## config.mk

```make
export PLATFORM = sky130hd
export DESIGN_NAME = calc_seq_core
export DESIGN_NICKNAME = d
export VERILOG_FILES = /design/src/rtl/calc_pkg.sv /design/src/rtl/calc_iter_unit.sv /design/src/rtl/calc_seq_core.sv
export SDC_FILE = /design/constraint.sdc
export NUM_CORES = 1
export LEC_CHECK = 0
export ABC_CLOCK_PERIOD_IN_PS = 8600
export CORE_ASPECT_RATIO = 0.75
export CORE_UTILIZATION = 25
export CTS_BUF_LIST = sky130_fd_sc_hd__clkbuf_2
export DETAILED_ROUTE_END_ITERATION = 8
export GPL_ROUTABILITY_DRIVEN = 0
export PLACE_DENSITY = 0.51
export SYNTH_ARGS = -nofsm -noshare
export SYNTH_HDL_FRONTEND = slang
export SYNTH_SLANG_ARGS = --single-unit
```

## constraint.sdc

```tcl
create_clock -name clk -period 8.6 [get_ports clk]
set_clock_uncertainty 0.2 [all_clocks]
set_input_delay 0.86 -clock clk [delete_from_list [all_inputs] [get_ports clk]]
set_output_delay 0.86 -clock clk [all_outputs]
set_load 0.05 [all_outputs]
```

## src/rtl/calc_pkg.sv

```systemverilog
// Shared op codes, FSM/iteration encodings and op classification for the calculator core.
// CALC_SQRT_EN: when defined, op 5 (SQRT) is an iterative op; otherwise it is treated as illegal.
package calc_pkg;

    localparam logic [3:0] OP_ADD  = 4'd0;
    localparam logic [3:0] OP_SUB  = 4'd1;
    localparam logic [3:0] OP_DIV  = 4'd2;
    localparam logic [3:0] OP_MUL  = 4'd3;
    localparam logic [3:0] OP_REM  = 4'd4;
    localparam logic [3:0] OP_SQRT = 4'd5;
    localparam logic [3:0] OP_CMP  = 4'd6;
    localparam logic [3:0] OP_SQA  = 4'd7;
    localparam logic [3:0] OP_SQB  = 4'd8;

    localparam logic [1:0] CMP_EQ = 2'd0;
    localparam logic [1:0] CMP_GT = 2'd1;
    localparam logic [1:0] CMP_LT = 2'd2;

    typedef enum logic [1:0] {ST_IDLE, ST_RUN, ST_DONE} state_e;
    typedef enum logic [1:0] {IT_MUL, IT_DIV, IT_SQRT} iter_mode_e;

    // Division by zero short-circuits to a single-cycle error result.
    function automatic logic op_is_iter(input logic [3:0] op, input logic b_zero);
        case (op)
            OP_MUL, OP_SQA, OP_SQB: return 1'b1;
            OP_DIV, OP_REM:         return !b_zero;
`ifdef CALC_SQRT_EN
            OP_SQRT:                return 1'b1;
`endif
            default:                return 1'b0;
        endcase
    endfunction

    function automatic iter_mode_e op_iter_mode(input logic [3:0] op);
        case (op)
            OP_DIV, OP_REM: return IT_DIV;
            OP_SQRT:        return IT_SQRT;
            default:        return IT_MUL;
        endcase
    endfunction

endpackage

```

## src/rtl/calc_iter_unit.sv

```systemverilog
// WIDTH-step iterative datapath: shift-add multiplier plus a shift-subtract stage shared by the
// restoring divider and (with CALC_SQRT_EN defined) the bit-pair square root.
module calc_iter_unit
    import calc_pkg::*;
#(
    parameter int WIDTH = 4
) (
    input  logic                 clk,
    input  logic                 rst,
    input  logic                 load,
    input  iter_mode_e           mode,
    input  logic [WIDTH-1:0]     x,
    input  logic [WIDTH-1:0]     y,
    output logic                 last,
    output logic [2*WIDTH-1:0]   prod,
    output logic [WIDTH-1:0]     quot,
    output logic [WIDTH-1:0]     rem
);

    localparam int CW = $clog2(WIDTH + 1);
    localparam int SW = WIDTH + 4;

    logic [CW-1:0]      cnt;
    logic [2*WIDTH-1:0] p, p_load;
    logic [WIDTH-1:0]   q;
    logic [WIDTH+1:0]   r, r_nx;
    logic [WIDTH:0]     mul_sum;
    logic [SW-1:0]      sh, tr, diff;
    logic               ge;

    assign mul_sum = {1'b0, p[2*WIDTH-1:WIDTH]} + {1'b0, (p[0] ? x : {WIDTH{1'b0}})};

    // NOTE: every always_comb output gets a default first so no path can infer a latch.
    always_comb begin
        sh     = {3'b000, r[WIDTH-1:0], q[WIDTH-1]};
        tr     = {4'b0000, y};
        p_load = {{WIDTH{1'b0}}, y};
`ifdef CALC_SQRT_EN
        // Root stage: bring down the next radicand bit pair, trial-subtract {root, 01}.
        if (mode == IT_SQRT) begin
            sh     = {r, p[2*WIDTH-1 -: 2]};
            tr     = {2'b00, q, 2'b01};
            p_load = {y, x};
        end
`endif
        diff = sh - tr;
        ge   = (sh >= tr);
        r_nx = ge ? diff[WIDTH+1:0] : sh[WIDTH+1:0];
    end

    // NOTE: sequential state uses non-blocking assignments so every register samples pre-edge values.
    always_ff @(posedge clk) begin
        if (rst) begin
            cnt <= '0;
            p   <= '0;
            q   <= '0;
            r   <= '0;
        end else if (load) begin
            cnt <= CW'(WIDTH);
            p   <= p_load;
            q   <= (mode == IT_DIV) ? x : '0;
            r   <= '0;
        end else if (cnt != '0) begin
            cnt <= cnt - 1'b1;
            if (mode == IT_MUL) begin
                p <= {mul_sum, p[WIDTH-1:1]};
            end else begin
                q <= {q[WIDTH-2:0], ge};
                r <= r_nx;
`ifdef CALC_SQRT_EN
                if (mode == IT_SQRT) p <= p << 2;
`endif
            end
        end
    end

    assign last = (cnt == CW'(1));
    assign prod = p;
    assign quot = q;
    assign rem  = r[WIDTH-1:0];

endmodule

```

## src/rtl/calc_seq_core.sv

```systemverilog
// Calculator core top: FSM, operand/result registers and single-cycle ops around calc_iter_unit.
// CALC_SQRT_EN: when defined, op 5 computes floor(sqrt({b,a})); otherwise it is an illegal op.
module calc_seq_core
    import calc_pkg::*;
#(
    parameter int WIDTH = 4
) (
    input  logic                 clk,
    input  logic                 rst,
    input  logic                 start,
    input  logic [3:0]           op,
    input  logic [WIDTH-1:0]     a,
    input  logic [WIDTH-1:0]     b,
    output logic                 busy,
    output logic                 done,
    output logic [2*WIDTH-1:0]   result,
    output logic                 err,
    output logic                 neg
);

    state_e             state, state_nx;
    logic [3:0]         op_q, op_sel;
    logic [WIDTH-1:0]   a_q, b_q, a_sel, b_sel, x_sel, y_sel;
    iter_mode_e         mode_sel;
    logic               accept, iter_sel, last;
    logic [2*WIDTH-1:0] prod, res_d;
    logic [WIDTH-1:0]   quot, remd;
    logic               err_d, neg_d;

    assign accept   = start && (state == ST_IDLE || state == ST_DONE);
    // The iterative unit loads on the accepting edge, before the operand registers update.
    assign op_sel   = accept ? op : op_q;
    assign a_sel    = accept ? a : a_q;
    assign b_sel    = accept ? b : b_q;
    assign iter_sel = op_is_iter(op_sel, b_sel == '0);

    always_comb begin
        mode_sel = op_iter_mode(op_sel);
        x_sel    = (op_sel == OP_SQB) ? b_sel : a_sel;
        y_sel    = (op_sel == OP_SQA) ? a_sel : b_sel;
    end

    calc_iter_unit #(.WIDTH(WIDTH)) u_iter (
        .clk  (clk),
        .rst  (rst),
        .load (accept && iter_sel),
        .mode (mode_sel),
        .x    (x_sel),
        .y    (y_sel),
        .last (last),
        .prod (prod),
        .quot (quot),
        .rem  (remd)
    );

    always_ff @(posedge clk) begin
        if (rst) state <= ST_IDLE;
        else     state <= state_nx;
    end

    always_comb begin
        state_nx = state;
        case (state)
            ST_IDLE, ST_DONE: state_nx = !start ? ST_IDLE : (iter_sel ? ST_RUN : ST_DONE);
            ST_RUN:           if (last) state_nx = ST_DONE;
            default:          state_nx = ST_IDLE;
        endcase
    end

    always_comb begin
        res_d = '0;
        err_d = 1'b0;
        neg_d = 1'b0;
        case (op_q)
            OP_ADD: res_d = {{WIDTH{1'b0}}, a_q} + {{WIDTH{1'b0}}, b_q};
            OP_SUB: begin
                res_d = {{WIDTH{1'b0}}, a_q} - {{WIDTH{1'b0}}, b_q};
                neg_d = (a_q < b_q);
            end
            OP_DIV: begin
                err_d = (b_q == '0);
                res_d = {{WIDTH{1'b0}}, (err_d ? {WIDTH{1'b1}} : quot)};
            end
            OP_REM: begin
                err_d = (b_q == '0);
                res_d = {{WIDTH{1'b0}}, (err_d ? a_q : remd)};
            end
            OP_MUL, OP_SQA, OP_SQB: res_d = prod;
`ifdef CALC_SQRT_EN
            OP_SQRT: res_d = {{WIDTH{1'b0}}, quot};
`endif
            OP_CMP: res_d = {{(2*WIDTH-2){1'b0}},
                             (a_q > b_q) ? CMP_GT : ((a_q < b_q) ? CMP_LT : CMP_EQ)};
            default: err_d = 1'b1;
        endcase
    end

    // Outputs register the finishing state, so done/result appear the cycle after DONE is entered.
    always_ff @(posedge clk) begin
        if (rst) begin
            op_q   <= '0;
            a_q    <= '0;
            b_q    <= '0;
            busy   <= 1'b0;
            done   <= 1'b0;
            result <= '0;
            err    <= 1'b0;
            neg    <= 1'b0;
        end else begin
            busy <= (state == ST_RUN);
            done <= (state == ST_DONE);
            if (accept) begin
                op_q <= op;
                a_q  <= a;
                b_q  <= b;
            end
            if (state == ST_DONE) begin
                result <= res_d;
                err    <= err_d;
                neg    <= neg_d;
            end else if (accept) begin
                err <= 1'b0;
                neg <= 1'b0;
            end
        end
    end

endmodule

```

### Yosys cells after proc, flatten, opt, wreduce, memory -nomap -nowiden

Index checks and enable logic that the tools add are counted.

* add/subtract/negate cells: 5
* multipliers: 0
* div/mod/pow operators: 0
* $lt $le $gt $ge: 3
* equality and inequality tests: 19
* shift-type cells: 0
* multiplexer cells: 32
* bitwise logic cells: 1
* reductions and logical operators: 24

Operators with widths (number)
* 4-bit two-way mux: 16
* 8-bit one-hot mux with 6 select lines: 1
* 4-bit by 3-bit equality test with 1-bit output, second input constant: 6
* 4-bit by 2-bit equality test with 1-bit output, second input constant: 4
* 4-bit logical NOT: 3
* 4-bit by 4-bit adder with 5-bit output: 2
* 2-bit two-way mux: 5
* 4-bit equality test, second input constant: 2
* 2-bit one-hot mux with 2 select lines: 2
* 2-bit AND reduction: 4
* 2-bit OR reduction: 4
* 3-bit two-way mux: 2
* 2-bit nonzero test: 3
* 3-bit OR reduction: 2
* 6-bit OR reduction: 1
* 5-bit by 4-bit greater-or-equal comparator with 1-bit output: 1
* 4-bit by 4-bit subtractor with 5-bit output: 1
* 2-bit by 1-bit equality test with 1-bit output, second input constant: 2
* 4-bit by 1-bit equality test with 1-bit output, second input constant: 1
* 4-bit greater-than comparator: 1
* 2-bit logical NOT: 2
* 4-bit < comparator: 1
* 1-bit two-way mux: 4
* 1-bit one-hot mux with 2 select lines: 2
* other kinds (11): 12

* register bits: 45
* bits in latches: 0
* bits in writable memories: 0
* memory bits (read-only): 0
* bits of input ports: 15
* output and inout bits: 12
* logic and storage cells: 99
* memories kept: 0

### Depth between registers and ports, before layout

Gate-level depths: netlist of run 1.

* depth after elaboration: 11
* mapped depth: 15
* gate-level depth less buffers: 13

### Cells and area by module

A second synthesis of run 1 with hierarchy kept.

* cell total of the unflattened synthesis: 385
* area, all modules: 3171.8 um2

By module, submodules not included
* calc_seq_core: times used 1, cells an instance 234, area each 1925.6 um2, sequential area each 520.5 um2
* calc_iter_unit: times used 1, cells an instance 151, area each 1246.2 um2, sequential area each 380.4 um2

### Worst setup path after synthesis of run 1

OpenSTA, ideal clock, no wires.

* kind: input-to-reg
* from: input start
* to: register u_iter.r[3]
* setup time: 70 ps
* arrival: 3466 ps
* data required time: 8330 ps
* path slack: 4864 ps
* cell stages on the path: 12
* buffers on the path: 2
* path through: nor2b_1 > buf_2 > mux2i_1 > nor3_1 > buf_2 > mux2_2 > o21ai_0 > ha_1 > nand2b_1 > a21oi_1 > or4_1 > a21oi_1

* cells in the longest elaborated chain, start to end: 8
* elaborated cells on any way between the ends: 25
* classes of those cells: 1 x add/sub; 1 x order compare; 6 x eq/ne; 7 x mux; 1 x bitwise; 9 x reduce/logical

Ends and longest elaborated chain
* from (decl): RTL line calc_seq_core.sv:10 `input logic start,`
* 1-bit logical AND *: RTL line calc_seq_core.sv:30 `assign accept = start && (state == ST_IDLE || state == ST_DONE);`
* parallel branches: the longest is 7 deep, another holds 4-bit subtractor
* to (signal assigned): RTL line calc_iter_unit.sv:69 `r <= r_nx;`
* to (decl): RTL line calc_iter_unit.sv:26 `logic [WIDTH+1:0] r, r_nx;`

Mark *: on every way between the ends.
A chain may end at the register's enable or synchronous reset.

### Final worst setup path of run 1

* from: input start
* to: register u_iter.r[0]

The elaborated chain is that of the path after synthesis.

==> results of run 1 <==
## per-stage QoR
step	worst slack [ns]	hold WS (ns)	power, mW
after floorplan	4.86	0.249	0.454
after global placement	3.54	0.248	0.520
after detailed placement	3.39	0.258	0.525
after CTS	3.89	0.283	0.617
after global routing	4.02	0.305	0.659
final	4.26	0.274	0.613
## worst register-to-register path, cell delays in order (launching register included)
cell and delay, ns:
dfxtp_1 0.74, nor2b_1 0.36, a21oi_1 0.13, nor3_1 0.38, buf_2 0.30, mux2_2 0.38
o21ai_0 0.16, ha_1 0.31, o21ai_0 0.19, a21oi_1 0.09, nor2_1 0.29, mux2i_1 0.23
mux2i_1 0.09, nor2_1 0.10
## routing by layer
metal | up-vias | GRT usage (%)
li1 | 1390 | -
met2 | 99 | 18.7
met1 | 1340 | 24.0
met5 | - | 0
met3 | 6 | 4.45
met4 | 0 | 2.39
## cell families after synthesis
logic type               synth area share (%)
flip-flops                               28.9
adder cells (fa/ha/maj)                  10.6
buffers and inverters                    4.45
multiplexers                             10.3
XOR/XNOR                                 2.53
AO/OA/AOI/OAI                            21.7
AND/OR/NAND/NOR                          21.5
## path summary, 6_finish.rpt
path	startpoint	to	slack (ns)	cells past startpoint
setup / recovery	start	u_iter.r[0]	4.26	15
hold / removal	result[4]	result[4]	0.27	2
setup reg to reg	op_q[0]	u_iter.r[0]	4.61	13
hold reg to reg	result[4]	result[4]	0.27	2
## area by class of cell
class                   count  area (sq um)  area share (%)
multi-input cells         295          2080            58.3
flip-flops and latches     45           901            25.3
inverters                  16          60.1            1.69
repair buffers             30           288            8.08
clock buffers               6          30.0           0.843
well taps                 162           203            5.69
clock inverters             1          3.75           0.105
## flip-flops by register name (all words and copies together), names as in the netlist
signal       count
done             1
state            2
u_iter.prod      8
op_q             4
b_q              4
err              1
a_q              4
neg              1
busy             1
u_iter.cnt       3
result           8
u_iter.r         4
u_iter.quot      4
## where the power goes
| part | total [mW] | leakage (nW) | internal [mW] | switching (mW) |
|---|---|---|---|---|
| logic | 0.257 | 0.956 | 0.105 | 0.153 |
| registers | 0.265 | 0.367 | 0.233 | 0.0316 |
| clock network | 0.0904 | 0.0265 | 0.0189 | 0.0715 |
## synth_stat cells (6+ instances only)
cell | number | share of area (%)
o21ai_0 | 16 | 2.6
a21oi_1 | 45 | 7.2
xnor2_1 | 6 | 1.7
mux2i_1 | 22 | 7.1
o211ai_1 | 7 | 1.7
dfxtp_1 | 45 | 29
clkbuf_1 | 12 | 1.4
nor2_1 | 30 | 3.6
inv_1 | 15 | 1.8
nand3_1 | 10 | 1.6
nand2_1 | 43 | 5.2
ha_1 | 20 | 8.0
==> run_results.csv, run 1 <==
group,metric,value,unit
status,status,"finished clean",
routing,wl_met3,737,microns
global_route,grt-ovfl-total,0,
timing,hold_viol,0,
yosys,synth.yosys.seq_area_share,28.9,%
clock_network,cts_buffers,5,
layout,drive_gt1_share,8.91,%
placement,portBuffers,26,
yosys,synth-edff-count,0,
global_route,antenna_found_initial,0,
clock_network,cts-root-buf,"clkbuf_2",
power_and_ir_drop,ir_worst_vdd,0.0964,mV
setup_path,crit_path_max_incr_delay,0.52,ns
clock_network,tritoncts,"built",
yosys,syn_inst,374,
setup_path,cp_top_family,"buffers and inverters",
timing,worst_pin_slew,1.00,ns
layout,fin_cells,555,
setup_path,crit_type,"in2reg",
layout,fin_nets,432,
floorplan,die_height,98.7,microns
routing,route.met2.wl,3520,microns
yosys,syn_nets,413,
setup_path,cp-start-kind,"input pin",
power_and_ir_drop,p_per_area,172,nW/um^2
setup_path,crit_path_max_fanout,15,
timing,fin_crit_sh,50.5,%
routing,drc,0,
placement,dpl_cell_area,3520,sq um
timing,slew_headroom,32.7,%
floorplan,dieArea,12900,sq um
routing,wirelength,9160,microns
clock_network,clock_latency,0.44,ns
yosys,synth-main-ff-cell,"dfxtp_1",
setup_path,cp-end-kind,"flop",
yosys,syn-cell-area,3120,sq um
setup_path,path_buf_inv,3,
yosys,ys_seq_elements,45,
placement,detailed_place_hpwl,7110,microns
floorplan,fp.coreArea,11900,sq um
setup_path,crit_chain,"clkdlybuf4s50_1, nor2b_1, buf_4, mux2i_1, nor3_1, buf_2, mux2_2, o21ai_0, ha_1, o21ai_0, a21oi_1, nor2_1, mux2i_1, mux2i_1, nor2_1",
timing,fin_setup_tns,0,ns
layout,stdcell_area,3560,sq um
global_route,grt_pass1_wl,14400,microns
setup_path,crit_top_cell,"mux2i_1",
routing,drt-pass1-iter-count,5,
floorplan,rows,34,
global_route,grt_pass1_vias,2583,
clock_network,cts.sinks,45,
clock_network,hold_buffers,0,
clock_network,clockBufferDepth,2,
yosys,async_reset_ff_share,0,%
yosys,yosysWarnings,0,
routing,drt-met1-wl,4840,microns
floorplan,fp.dieW,131,microns
timing,setup_violations,0,
routing,vias,2835,
routing,dr.max_layer_used,"met4",
setup_path,critPathRequiredTime,8.80,ns
setup_path,crit_arrival,4.54,ns
yosys,synth_cell_types,62,
floorplan,io_pins,27,
timing,rsz0062_at_grt,"false",
min_path,min_path_type,"reg2reg",
global_route,grt_max_degree,36,
layout,layout_common_cells,"a21oi_1 (45), dfxtp_1 (45), nand2_1 (43)",
timing,min_period,4.34,ns
clock_network,cts_resized,0,
routing,viasPerCell,5.11,
layout,final_util,30.0,%
clock_network,cts.clk_slew.worst_paths,0.23,ns
job,maxCapViolCount,0,
setup_path,slowest_stage,"clkdlybuf4s50_1",
timing,report.final.slew_viol_count,0,
timing,clock.fmax,0.230,GHz
clock_network,postCtsSetupBuffers,0,
power_and_ir_drop,leakage,1.35,nW
routing,drt-initial-drc-count,227,
global_route,track_usage,14.8,%
routing,drtAntennaViolNets,0,
floorplan,initial_core_util,26.3,%
layout,area_growth,14.3,%
clock_network,h-tree-depth,2,
placement,dp_cells,547,
yosys,postSynthAreaPerCell,8.34,sq um
routing,drt-wirelength-per-cell,16.5,microns
layout,diodes,0,
layout,fillCellCount,1278,
Note: power is estimated with default switching activity, not from simulation.
==> run 2, diff against run 1 <==
--- a/config.mk
+++ b/config.mk
@@ -5,7 +5,7 @@
 export SDC_FILE = /design/constraint.sdc
 export NUM_CORES = 1
 export LEC_CHECK = 0
-export ABC_CLOCK_PERIOD_IN_PS = 8600
+export ABC_CLOCK_PERIOD_IN_PS = 4000
 export CORE_ASPECT_RATIO = 0.75
 export CORE_UTILIZATION = 25
 export CTS_BUF_LIST = sky130_fd_sc_hd__clkbuf_2
==> constraint.sdc (replaced) <==
create_clock -name clk -period 4 [get_ports clk]
set_clock_uncertainty 0.2 [all_clocks]
set_input_delay 0.4 -clock clk [delete_from_list [all_inputs] [get_ports clk]]
set_output_delay 0.4 -clock clk [all_outputs]
set_load 0.05 [all_outputs]
==> run_results.csv, run 2 (synthesis results as in run 1) <==
group,metric,value,unit
layout,stdcell_area,3650,sq um
placement,dp_slack,0.147,ns
timing,fin_crit_sh,86.8,%
power_and_ir_drop,leakage,1.40,nW
layout,layout_common_cells,"a21oi_1 (45), dfxtp_1 (45), nand2_1 (43)",
clock_network,cts.sinks,45,
timing,slew_headroom,32.1,%
floorplan,dieArea,12900,sq um
timing,worst_pin_slew,1.01,ns
clock_network,cts_resized,0,
power_and_ir_drop,ir_worst_vdd,0.184,mV
floorplan,fp.coreArea,11900,sq um
routing,drtAntennaViolNets,0,
routing,drt-wirelength-per-cell,16.1,microns
timing,fin_ws,0.529,ns
setup_path,crit_type,"reg2reg",
setup_path,cp-start-kind,"flop",
routing,drc,0,
setup_path,crit_arrival,3.68,ns
clock_network,cts_buffers,5,
setup_path,crit_chain,"mux2i_1, nor3_1, buf_4, mux2_2, o21ai_0, ha_1, nand2b_1, a21oi_1, nor2_1, mux2i_1, mux2i_1, nor2_1",
timing,fin_setup_tns,0,ns
placement,detailed_place_hpwl,7070,microns
routing,wirelength,9040,microns
layout,area_growth,17.0,%
clock_network,cts.clk_slew.worst_paths,0.25,ns
setup_path,cp-end-kind,"flop",
floorplan,fp.dieW,131,microns
clock_network,cts-root-buf,"clkbuf_2",
clock_network,h-tree-depth,2,
routing,viasPerCell,4.99,
status,status,"finished clean",
setup_path,slowest_stage,"dfxtp_1",
timing,setup_violations,0,
floorplan,rows,34,
floorplan,initial_core_util,26.3,%
routing,drt-pass1-iter-count,4,
routing,drt-initial-drc-count,209,
floorplan,io_pins,27,
power_and_ir_drop,p_per_area,383,nW/um^2
global_route,grt_pass1_vias,2592,
layout,fillCellCount,1270,
job,maxCapViolCount,0,
setup_path,critPathRequiredTime,4.21,ns
layout,fin_nets,439,
setup_path,crit_path_max_incr_delay,0.72,ns
min_path,min_path_type,"reg2reg",
global_route,grt_pass1_wl,14300,microns
placement,portBuffers,26,
timing,min_period,3.47,ns
clock_network,postCtsSetupBuffers,0,
setup_path,crit_path_max_fanout,14,
global_route,antenna_found_initial,0,
layout,final_util,30.7,%
placement,dpl_cell_area,3580,sq um
layout,diodes,0,
setup_path,path_buf_inv,1,
floorplan,die_height,98.7,microns
global_route,grt-ovfl-total,0,
global_route,track_usage,14.7,%
layout,drive_gt1_share,10.7,%
timing,hold_viol,0,
clock_network,tritoncts,"built",
clock_network,clock_latency,0.45,ns
timing,report.final.slew_viol_count,0,
global_route,grt_max_degree,30,
clock_network,clockBufferDepth,2,
timing,rsz0062_at_grt,"false",
clock_network,hold_buffers,0,
timing,clock.fmax,0.288,GHz
setup_path,cp_top_family,"multiplexers",
routing,vias,2807,
setup_path,crit_top_cell,"mux2i_1",
run 2: cell count changes in the layout (fill, tap and decap cells not counted):
cell | before | now
buf_4 | 3 | 11
buf_2 | 1 | 0
bufinv_16 | 0 | 1
run 2: cell type report:
class                      instances  area (sq um)  share of cell area [%]
clock buffer                       6          30.0                   0.823
clock inverter                     2          33.8                   0.926
inverter                          16          60.1                    1.65
multi-input combinational        295          2080                    57.0
sequential                        45           901                    24.7
tap                              162           203                    5.56
timing repair buffer              37           343                    9.40
run 2: final timing paths:
path,from,end,slack [ns],cells after the start
max reg2reg,op_q[2],u_iter.r[0],0.53,12
min reg2reg,result[4],result[4],0.27,2
max,op_q[2],u_iter.r[0],0.53,12
min,result[4],result[4],0.27,2
run 2: power by group:
part / total [mW] / switching, mW / internal [mW]
sequential: 0.566 / 0.0645 / 0.502
combinational: 0.562 / 0.330 / 0.232
clock: 0.270 / 0.164 / 0.106
total: 1.40 / 0.558 / 0.840
run 2: tightest hold or removal path: cells and delay by family (launching register included):
kind	cells	cell delay, ns
flip-flops	1	0.37
AND/OR/NAND/NOR	1	0.05
AO/OA/AOI/OAI	1	0.05
run 2: metrics by stage:
step,hold slack (ns),instances,power [mW]
finish,0.272,563,1.40
global route,0.296,563,1.50
CTS,0.274,563,1.41
detailed placement,0.248,555,1.13
global placement,0.249,555,1.13
floorplan,0.249,374,0.975
run 2: metal layers:
metal,up-vias,share of wire (%),track usage [%],wire length (microns)
met5,-,0,0,0
met4,0,0.54,2.12,49
met3,6,7.5,3.26,681
met2,82,38,19.3,3460
met1,1317,54,23.8,4850
li1,1402,-,-,-
